$ cat src/rtl/mux2_arbiter_if.sv
// Request/grant bundle between two requesters and the arbiter that owns the 2:1 mux select.
// The master side is the requester pair; the slave side is the arbiter.
interface mux2_arbiter_if;
  logic req0;
  logic req1;
  logic grant0;
  logic grant1;
  logic sel;
  logic busy;

  modport master (
    output req0,
    output req1,
    input  grant0,
    input  grant1,
    input  sel,
    input  busy
  );

  modport slave (
    input  req0,
    input  req1,
    output grant0,
    output grant1,
    output sel,
    output busy
  );
endinterface

$ cat src/rtl/mux2_arbiter.sv
// Two-way round-robin arbiter with a hold limit; drives the select of a shared 2:1 datapath mux.
// Ownership is released only by dropping the request or by preemption after MAX_HOLD cycles.
module mux2_arbiter #(
  parameter int unsigned MAX_HOLD = 8,
  parameter int unsigned CNT_W    = 8
) (
  input  logic           clk,
  input  logic           rst_n,
  mux2_arbiter_if.slave  bus
);

  localparam logic [1:0] StIdle = 2'b00;
  localparam logic [1:0] StOwn0 = 2'b01;
  localparam logic [1:0] StOwn1 = 2'b10;

  localparam logic [CNT_W-1:0] HoldMax = CNT_W'(MAX_HOLD - 1);

  logic [1:0]       state_q, state_d;
  logic             last_q, last_d;
  logic [CNT_W-1:0] count_q, count_d;
  logic             sel_q, sel_d;

  logic             cur;
  logic             own_req;
  logic             oth_req;
  logic             enter;
  logic             new_owner;

  // Current owner's and the other side's requests, seen from whichever side owns.
  assign cur     = (state_q == StOwn1);
  assign own_req = cur ? bus.req1 : bus.req0;
  assign oth_req = cur ? bus.req0 : bus.req1;

  always_comb begin
    state_d   = state_q;
    last_d    = last_q;
    count_d   = count_q;
    sel_d     = sel_q;
    enter     = 1'b0;
    new_owner = 1'b0;

    case (state_q)
      StIdle: begin
        if (bus.req0 && bus.req1) begin
          enter     = 1'b1;
          new_owner = ~last_q;
        end else if (bus.req0) begin
          enter     = 1'b1;
          new_owner = 1'b0;
        end else if (bus.req1) begin
          enter     = 1'b1;
          new_owner = 1'b1;
        end
      end

      StOwn0, StOwn1: begin
        if (!own_req) begin
          if (oth_req) begin
            enter     = 1'b1;
            new_owner = ~cur;
          end else begin
            state_d = StIdle;
          end
        end else if (oth_req && (count_q == HoldMax)) begin
          enter     = 1'b1;
          new_owner = ~cur;
        end else if (count_q != HoldMax) begin
          count_d = count_q + CNT_W'(1);
        end
      end

      default: state_d = StIdle;
    endcase

    // Every entry into ownership restarts the hold window and records the owner for round-robin.
    if (enter) begin
      state_d = new_owner ? StOwn1 : StOwn0;
      count_d = '0;
      last_d  = new_owner;
      sel_d   = new_owner;
    end
  end

  always_ff @(posedge clk or negedge rst_n) begin
    if (!rst_n) begin
      state_q <= StIdle;
      last_q  <= 1'b1;
      count_q <= '0;
      sel_q   <= 1'b0;
    end else begin
      state_q <= state_d;
      last_q  <= last_d;
      count_q <= count_d;
      sel_q   <= sel_d;
    end
  end

  assign bus.grant0 = (state_q == StOwn0);
  assign bus.grant1 = (state_q == StOwn1);
  assign bus.busy   = (state_q == StOwn0) || (state_q == StOwn1);
  assign bus.sel    = sel_q;

endmodule

$ cat src/flat_wrapper.sv
// flat-port wrapper written by rule: the top's interface ports become plain ports
module mux2_arbiter_flat 
#(
  parameter int unsigned MAX_HOLD = 8,
  parameter int unsigned CNT_W    = 8
)
  (clk, rst_n, bus_req0, bus_req1, bus_grant0, bus_grant1, bus_sel, bus_busy);
  mux2_arbiter_if bus_i ();
  input  logic clk;
  input  logic rst_n;
  input wire logic [$bits(bus_i.req0)-1:0] bus_req0;
  input wire logic [$bits(bus_i.req1)-1:0] bus_req1;
  output wire logic [$bits(bus_i.grant0)-1:0] bus_grant0;
  output wire logic [$bits(bus_i.grant1)-1:0] bus_grant1;
  output wire logic [$bits(bus_i.sel)-1:0] bus_sel;
  output wire logic [$bits(bus_i.busy)-1:0] bus_busy;
  assign bus_i.req0 = bus_req0;
  assign bus_i.req1 = bus_req1;
  assign bus_grant0 = bus_i.grant0;
  assign bus_grant1 = bus_i.grant1;
  assign bus_sel = bus_i.sel;
  assign bus_busy = bus_i.busy;
  mux2_arbiter #(.MAX_HOLD(MAX_HOLD), .CNT_W(CNT_W)) u_core (.clk(clk), .rst_n(rst_n), .bus(bus_i));
endmodule
$ cat config.mk
export PLATFORM = sky130hd
export DESIGN_NAME = mux2_arbiter_flat
export DESIGN_NICKNAME = d
export VERILOG_FILES = /design/src/rtl/mux2_arbiter_if.sv /design/src/rtl/mux2_arbiter.sv /design/src/flat_wrapper.sv
export SDC_FILE = /design/constraint.sdc
export NUM_CORES = 1
export LEC_CHECK = 0
export ABC_AREA = 1
export CORE_MARGIN = 5
export CORE_UTILIZATION = 54
export CTS_CLUSTER_SIZE = 12
export DETAILED_ROUTE_END_ITERATION = 16
export GPL_ROUTABILITY_DRIVEN = 0
export PLACE_DENSITY_LB_ADDON = 0.05
export SLEW_MARGIN = 0
export SYNTH_ARGS = -nofsm -noshare
export SYNTH_HDL_FRONTEND = slang
export SYNTH_SLANG_ARGS = --single-unit
$ cat constraint.sdc
create_clock -name clk -period 1.7 [get_ports clk]
set_input_delay 0.425 -clock clk [delete_from_list [all_inputs] [get_ports clk]]
set_output_delay 0.425 -clock clk [all_outputs]
set_load 0.005 [all_outputs]
==> results.yml, run 1 <==
sta:
  fin_crit_sh_pct: 97.6
  rsz0062_at_grt: "true"
  setup_viol: 0
  slew_viol_final: 0
  worstMarginPinSlew_ns: 0.522
  fin_ws_ns: 0.0400
  finClkSkew_ns: 0.00207
  finalSetupTns_ns: 0
  hold_viol: 0
  fmax_mhz: 602
  relSlewSlack_pct: 65.1
  post-route-min-period_ns: 1.66
global_routing:
  grt_usage_pct: 16.7
  grt_pass1_wl_mm: 2.70
  antenna_found_initial: 0
  met1_usage_pct: 23.8
  global_route.peak_usage_layer: "met2"
  grt_pass1_vias: 628
  grtUsageMet2_pct: 24.7
  grt-ovfl-total: 0
  use_met3_pct: 4.43
  grt_max_degree: 13
detailed_routing:
  vias_per_cell: 4.94
  dr_total_vias: 731
  routedWlPerCell_um: 12.1
  first_pass_iters: 4
  drtAntennaViolNets: 0
  wl_mm: 1.79
  drc: 0
  drt_iter0_markers: 26
synthesis:
  ys.flop_type: "dfrtp_1"
  ys_seq_area_share_pct: 38.2
  postSynthAreaPerCell_um2: 7.31
  syn_area_um2: 790
  syn-num-nets: 117
  synth.distinct_cells: 19
  yosys.cell_count.top_type: "nand2_1"
  synth_top_area_cell: "dfrtp_1"
  ys_warn_count: 0
  syn_inst: 108
  synthArstFlopShare_pct: 100
  synth_commonest_cells: "nand2_1 (34), inv_1 (15), dfrtp_1 (11), nand3_1 (11), nor2_1 (9)"
  synth_seq_cells: 12
  synth_edf_count: 0
  ys_top_cells_by_area: "dfrtp_1 (35%), nand2_1 (16%), ha_1 (7.9%), inv_1 (7.1%), nand3_1 (7.0%)"
  synth_top_area_share_pct: 34.9
pwr:
  peakVddDrop_v: 0.00136
  p_total_uw: 1830
  power.leakage_uw: 0.000594
  powerDensity_mw_per_mm2: 1640
setup_path:
  critPathKind: "reg -> out"
  cp_cell_sequence: "buf_4 > ha_1 > dlygate4sd2_1"
  worst-path-max-fanout: 3
  end_kind: "output pin"
  start_kind: "flip-flop"
  r2r_cells: 10
  path_buf_inv: 2
  max_stage_delay_ns: 0.39
  arrival_ns: 1.23
  required_ns: 1.27
  slowest_stage: "dfrtp_1"
  critical_path_depth: 3
  r2r_setup_slack_ns: 0.07
  path_delay_family: "buffers and inverters"
worst_hold_path:
  hold_depth: 2
  min_path_type: "reg -> reg"
clock_network:
  ctsRootBufferMaster: "clkbuf_4"
  cts_sinks: 12
  numCtsBuffers: 3
  htree_levels: 1
  cts_hold_buf: 0
  clock_path_buffers: 2
  cts_tree: "yes"
  clk_pin_slew_ns: 0.07
  worst_skew_pair.late_latency_ns: 0.27
run:
  maxCapViolCount: 0
floorplan:
  die_h_um: 48.2
  dieWidth_um: 48.2
  die_area_mm2: 0.00233
  core_area_mm2: 0.00133
  start_util_pct: 59.2
  row_count: 13
  ios: 8
final_layout:
  postLayoutCoreUtil_pct: 83.6
  diodes: 0
  drive_gt1_share_pct: 34.6
  stdcell_count: 148
  syn2layout_area_growth_pct: 41.2
  fill_cells: 82
  fin_nets: 143
placement:
  placed_cells: 138
  place_hpwl_mm: 1.18
  pre_cts_slack_ns: -0.243
  port_buffers: 7
outcome:
  status: "finished, final reports clean"
==> worst min-delay path, cell delays in order (launching register included) <==
cell	delay, ns
dfstp_2	0.37
nand2_1	0.06
nand2_1	0.05
==> state kept, by name, summed over array words and instances, names as in the netlist <==
signal and count:
u_core.count_q 8, u_core.bus.sel 1, u_core.last_q 1, u_core.state_q 2
==> routing by layer <==
layer  vias to the layer above  share of wire (%)
met2                        17                 48
met1                       328                 47
li1                        384                  -
met3                         2                3.9
met4                         0               0.56
met5                         -                  0
==> layout by cell type (no fill, tap or decap), drive strengths merged <==
cell type,n
nand3,11
nand4,1
ha,5
clkbuf,5
nand3b,1
clkdlybuf4s50,4
clkdlybuf4s15,1
dfrtp,11
buf,15
dlygate4sd2,1
xor2,4
inv,17
nand2,38
xnor2,1
dfstp,1
a21oi,1
o21ai,5
nor2,11
==> final timing paths <==
path / start / endpoint
max: u_core.state_q[0] / bus_grant0
min: u_core.last_q / u_core.last_q
max reg2reg: u_core.state_q[0] / u_core.count_q[5]
min reg2reg: u_core.last_q / u_core.last_q
max in group asynchronous: rst_n / u_core.last_q
min in group asynchronous: rst_n / u_core.state_q[0]
==> where the power goes <==
part / internal, uW / total (uW) / switching [uW]
Sequential: 362 / 404 / 41.7
Clock: 130 / 218 / 88.4
Combinational: 589 / 1210 / 617
==> final cells by class <==
class / count / area, um^2 / area share [%]
Timing Repair Buffer: 22 / 206 / 18.5
Clock buffer: 4 / 36.3 / 3.25
Inverter: 17 / 66.3 / 5.95
Sequential cell: 12 / 302 / 27.0
Tap cell: 15 / 18.8 / 1.68
Multi-Input combinational cell: 78 / 485 / 43.5
==> stage by stage <==
| stage | hold WS [ns] | cell area, um^2 |
|---|---|---|
| floorplan | 0.129 | 790 |
| global placement | 0.454 | 943 |
| detailed placement | 0.463 | 943 |
| CTS | 0.473 | 1020 |
| global route | 0.516 | 1110 |
| finish | 0.484 | 1110 |
==> cell families after synthesis <==
kind of cell | Yosys count | share of synthesized area (%)
compound gates | 6 | 4.28
xor+xnor | 5 | 5.55
flops | 12 | 38.2
fa+ha+maj | 5 | 7.92
simple gates | 61 | 33.1
buf+inv | 19 | 10.9
==> timing repair <==
| item | 4_1_cts | 5_1_grt |
|---|---|---|
| endpoints found under the setup margin | 7 | 13 |
| buffers inserted | 3 | 1 |
| cloned | 0 | 2 |
| pin swaps | 0 | 6 |
| resized for setup | 12 | 15 |
No activity file was read; power rests on OpenSTA's default activity.
==> run 2, diff against run 1 <==
- CORE_MARGIN: 5 -> 2
- CORE_UTILIZATION: 54 -> 45
- CTS_CLUSTER_SIZE: 12 -> 16
==> results.yml, run 2 (synthesized netlist as in run 1, its figures left out) <==
outcome:
  status: "finished, final reports clean"
placement:
  port_buffers: 7
  place_hpwl_mm: 1.19
  placed_cells: 138
  place_area_um2: 918
clock_network:
  htree_levels: 1
  worst_skew_pair.late_latency_ns: 0.28
  numCtsBuffers: 3
  clk_pin_slew_ns: 0.08
  cts_sinks: 12
  ctsRootBufferMaster: "clkbuf_4"
  cts_hold_buf: 0
  cts_tree: "yes"
  clock_path_buffers: 2
worst_hold_path:
  hold_end: "u_core.last_q"
  min_from: "u_core.last_q"
  hold_depth: 2
  min_path_type: "reg -> reg"
run:
  maxCapViolCount: 0
sta:
  fmax_mhz: 589
  rsz0062_at_grt: "true"
  worstMarginPinSlew_ns: 0.549
  relSlewSlack_pct: 63.3
  hold_viol: 0
  fin_crit_sh_pct: 99.9
  finClkSkew_ns: 0.00426
  setup_viol: 0
  post-route-min-period_ns: 1.70
  slew_viol_final: 0
setup_path:
  r2r_setup_slack_ns: 0.09
  end_kind: "output pin"
  crit-reg2reg-launch: "u_core.state_q[1]"
  start_kind: "flip-flop"
  worst-path-max-fanout: 6
  required_ns: 1.27
  r2r_cells: 11
  arrival_ns: 1.27
  crit_path_start: "u_core.state_q[1]"
  r2r_end: "u_core.state_q[0]"
  critPathKind: "reg -> out"
pwr:
  power.leakage_uw: 0.000566
  peakVddDrop_v: 0.000920
  powerDensity_mw_per_mm2: 1620
final_layout:
  fin_nets: 139
  final_common_cell: "nand2_1"
  stdcell_count: 146
  syn2layout_area_growth_pct: 30.0
  largest_register_ffs: 8
  top_register: "u_core.count_q"
  fin_area_mm2: 0.00103
  diodes: 0
  top_regs: "u_core.count_q (8), u_core.state_q (2)"
  layout_common_cells: "nand2_1 (32), inv_1 (13), nand3_1 (11), dfrtp_1 (11)"
  drive_gt1_share_pct: 26.4
detailed_routing:
  vias_per_cell: 4.75
  dr_total_vias: 693
  wirelength_met1_um: 704
  first_pass_iters: 3
  top_layer: "met4"
  routedWlPerCell_um: 10.9
  drtAntennaViolNets: 0
  wl_met2_um: 848
  drc: 0
  met3_length_um: 25
  drt_iter0_markers: 5
  wl_mm: 1.60
floorplan:
  row_count: 15
  dieWidth_um: 45.9
  core_area_mm2: 0.00169
  ios: 8
  die_h_um: 45.9
  die_area_mm2: 0.00211
  start_util_pct: 46.7
global_routing:
  grt_pass1_wl_mm: 2.72
  antenna_found_initial: 0
  grt_max_degree: 13
  grt_usage_pct: 18.6
  grt_pass1_vias: 686
  grt-ovfl-total: 0
run 2: cell count changes in the layout (fill, tap and decap cells not counted), moves of 2 or more:
| cell | previous run | this run |
|---|---|---|
| buf_4 | 13 | 9 |
| buf_6 | 0 | 4 |
| inv_1 | 11 | 13 |
| inv_2 | 5 | 3 |
| nand2_1 | 30 | 32 |
| nand2_2 | 7 | 5 |
| nand3_1 | 6 | 11 |
| nand3_2 | 5 | 0 |
run 2: layout make-up:
type,count,area (um^2)
clock buffers,4,36.3
flip-flops and latches,12,302
well taps,17,21.3
fillers,165,663
multi-input cells,77,434
inverters,17,66.3
repair buffers,19,166
run 2: worst max path at each step:
stage	slack [ns]	depth (start not counted)	end
2_1_floorplan	0.19	10	u_core.count_q[4]
3_3_place_gp	-0.09	9	u_core.count_q[4]
3_5_place_dp	-0.11	9	u_core.state_q[1]
4_1_cts	-0.03	4	bus_busy
5_1_grt	-0.03	3	bus_grant1
6_report	0.001	3	bus_grant1
run 2: what timing repair did:
item                                    CTS  global route
pin swaps                                 1             0
gates resized for setup                  13             8
endpoints found under the setup margin    3            13
buffers inserted                          3             1
run 2: through the flow:
step / util, % / hold slack (ns) / TNS (ns) / total power, uW / setup WS, ns
finish: 60.7 / 0.475 / 0 / 1670 / 0.00124
global route: 60.7 / 0.497 / -0.0603 / 1810 / -0.0319
CTS: 59.1 / 0.479 / -0.0329 / 1600 / -0.0329
detailed placement: 54.4 / 0.462 / -1.03 / 1270 / -0.106
global placement: 54.4 / 0.456 / -0.771 / 1250 / -0.0910
floorplan: - / 0.129 / 0 / 955 / 0.192
run 2: worst max-delay path, stage by stage, from the launching register on:
cell and delay, ns:
dfrtp_1 0.41, buf_4 0.16, ha_4 0.17, dlygate4sd2_1 0.26
run 2: per-layer routing:
layer / vias up / global-route usage [%]
li1: 371 / -
met1: 313 / 21.0
met2: 5 / 32.2
met3: 4 / 4.76
met4: 0 / 8.57
met5: - / 0
run 2: power by group:
group          switching (uW)  internal [uW]
Sequential               45.2            362
Combinational             518            506
Clock                     105            130
Total                     669            998
==> run 3, diff against run 2 <==
--- a/constraint.sdc
+++ b/constraint.sdc
@@ -3,2 +3,2 @@
 set_output_delay 0.425 -clock clk [all_outputs]
-set_load 0.005 [all_outputs]
+set_load 0.01 [all_outputs]
==> results.yml, run 3 (synthesized netlist as in run 1, its figures left out) <==
outcome:
  status: "finished, final reports clean"
global_routing:
  grt-ovfl-total: 0
  met1_usage_pct: 22.2
  global_route.peak_usage_layer: "met2"
  grt_max_degree: 13
  grtUsageMet2_pct: 32.2
  use_met3_pct: 4.76
  grt_usage_pct: 19.3
  grt_pass1_vias: 690
  grt_pass1_wl_mm: 2.80
  antenna_found_initial: 0
sta:
  finClkSkew_ns: 0.00460
  slew_viol_final: 0
  relSlewSlack_pct: 63.7
  fmax_mhz: 609
  hold_viol: 0
  setup_viol: 0
  timing.hold.ws_ns: 0.474
  fin_crit_sh_pct: 96.6
  rsz0062_at_grt: "true"
  worstMarginPinSlew_ns: 0.544
  post-route-min-period_ns: 1.64
setup_path:
  r2r_cells: 10
  r2r_setup_slack_ns: 0.06
  end_kind: "flip-flop"
  required_ns: 1.92
  start_kind: "flip-flop"
  r2r_end: "u_core.count_q[5]"
  critPathKind: "reg -> reg"
  arrival_ns: 1.86
  crit-reg2reg-launch: "u_core.state_q[1]"
  worst-path-max-fanout: 5
final_layout:
  drive_gt1_share_pct: 30.2
  fin_nets: 139
  syn2layout_area_growth_pct: 32.0
  fin_area_mm2: 0.00104
  fill_cells: 156
  layout_common_cells: "nand2_1 (30), inv_1 (12), dfrtp_1 (11)"
  top_register: "u_core.count_q"
  diodes: 0
  final_common_cell: "nand2_1"
  largest_register_ffs: 8
  top_regs: "u_core.count_q (8), u_core.state_q (2)"
pwr:
  power_frac_seq_pct: 24.0
  powerDensity_mw_per_mm2: 1640
  p_comb_share_pct: 62.4
  power.leakage_uw: 0.000576
  p_switching_uw: 709
  swShare_pct: 41.5
  clockPowerShare_pct: 13.6
  peakVddDrop_v: 0.000952
  p_total_uw: 1710
  internal_power_uw: 999
detailed_routing:
  vias_per_cell: 4.86
  drc: 0
  drtAntennaViolNets: 0
  first_pass_iters: 4
  drt_iter0_markers: 6
  routedWlPerCell_um: 11.3
  wl_mm: 1.65
  dr_total_vias: 710
clock_network:
  ctsRootBufferMaster: "clkbuf_4"
  clock_path_buffers: 2
  cts_tree: "yes"
  worst_skew_pair.late_latency_ns: 0.27
  clk_pin_slew_ns: 0.08
  numCtsBuffers: 3
  htree_levels: 1
  cts_sinks: 12
placement:
  port_buffers: 7
  place_area_um2: 926
  place_hpwl_mm: 1.20
worst_hold_path:
  min_path_type: "reg -> reg"
  min_from: "u_core.last_q"
  hold_end: "u_core.last_q"
  hold_depth: 2
floorplan:
  ios: 8
  core_area_mm2: 0.00169
  dieWidth_um: 45.9
  die_h_um: 45.9
  die_area_mm2: 0.00211
  row_count: 15
  start_util_pct: 46.7
run:
  maxCapViolCount: 0
-- run 3: per-layer routing --
| layer | vias to the layer above | share of wire (%) |
|---|---|---|
| li1 | 370 | - |
| met1 | 333 | 44 |
| met2 | 5 | 53 |
| met3 | 2 | 1.9 |
| met4 | 0 | 0.85 |
| met5 | - | 0 |
-- run 3: layout make-up --
cell class	instances	area (um^2)	area share [%]
inverters	17	63.8	6.12
flip-flops and latches	12	302	28.9
repair buffers	19	160	15.4
clock buffers	4	36.3	3.48
multi-input cells	77	459	44.1
well taps	17	21.3	2.04
-- run 3: repair_timing --
item / CTS / global route
pin swaps: 0 / 9
buffers inserted: 2 / 1
setup endpoints to repair: 3 / 12
hold buffers: 0 / 0
gates cloned: 0 / 0
gates resized for setup: 14 / 16
endpoints found under the hold margin: 0 / 0
-- run 3: worst max path at each step --
stage                            from                 to  slack, ns  cells after the start
finish              u_core.state_q[1]  u_core.count_q[5]       0.06                     10
global route        u_core.state_q[1]  u_core.count_q[2]      -0.06                     10
CTS                 u_core.state_q[1]  u_core.count_q[5]      0.005                     10
detailed placement           bus_req1  u_core.state_q[1]      -0.12                      9
global placement             bus_req1  u_core.count_q[4]      -0.09                      9
floorplan           u_core.state_q[0]  u_core.count_q[5]       0.15                     10
-- run 3: power groups by stage --
stage	clock (uW)	combinational [uW]	sequential, uW
after CTS	245	948	405
final	233	1060	409
after detailed placement	0	896	412
after floorplan	0	569	413
after global placement	0	879	410
after global routing	257	1180	415
-- run 3: critical path: stages (launching register included) --
cell     delay, ns
dfrtp_1       0.42
buf_6         0.14
ha_4          0.16
buf_6         0.11
o21ai_2       0.11
nand2_2       0.08
nor2_4        0.14
buf_6         0.13
nand2_4       0.05
xor2_2        0.15
nor2_2        0.10
-- run 3: stage by stage --
step                TNS (ns)  worst slack, ns  instances  util [%]
floorplan                  0            0.147        108         -
global placement      -0.807          -0.0907        139      54.8
detailed placement     -1.16           -0.117        139      54.8
CTS                        0          0.00461        145      58.2
global route          -0.106          -0.0644        146      61.7
finish                     0           0.0580        146      61.7
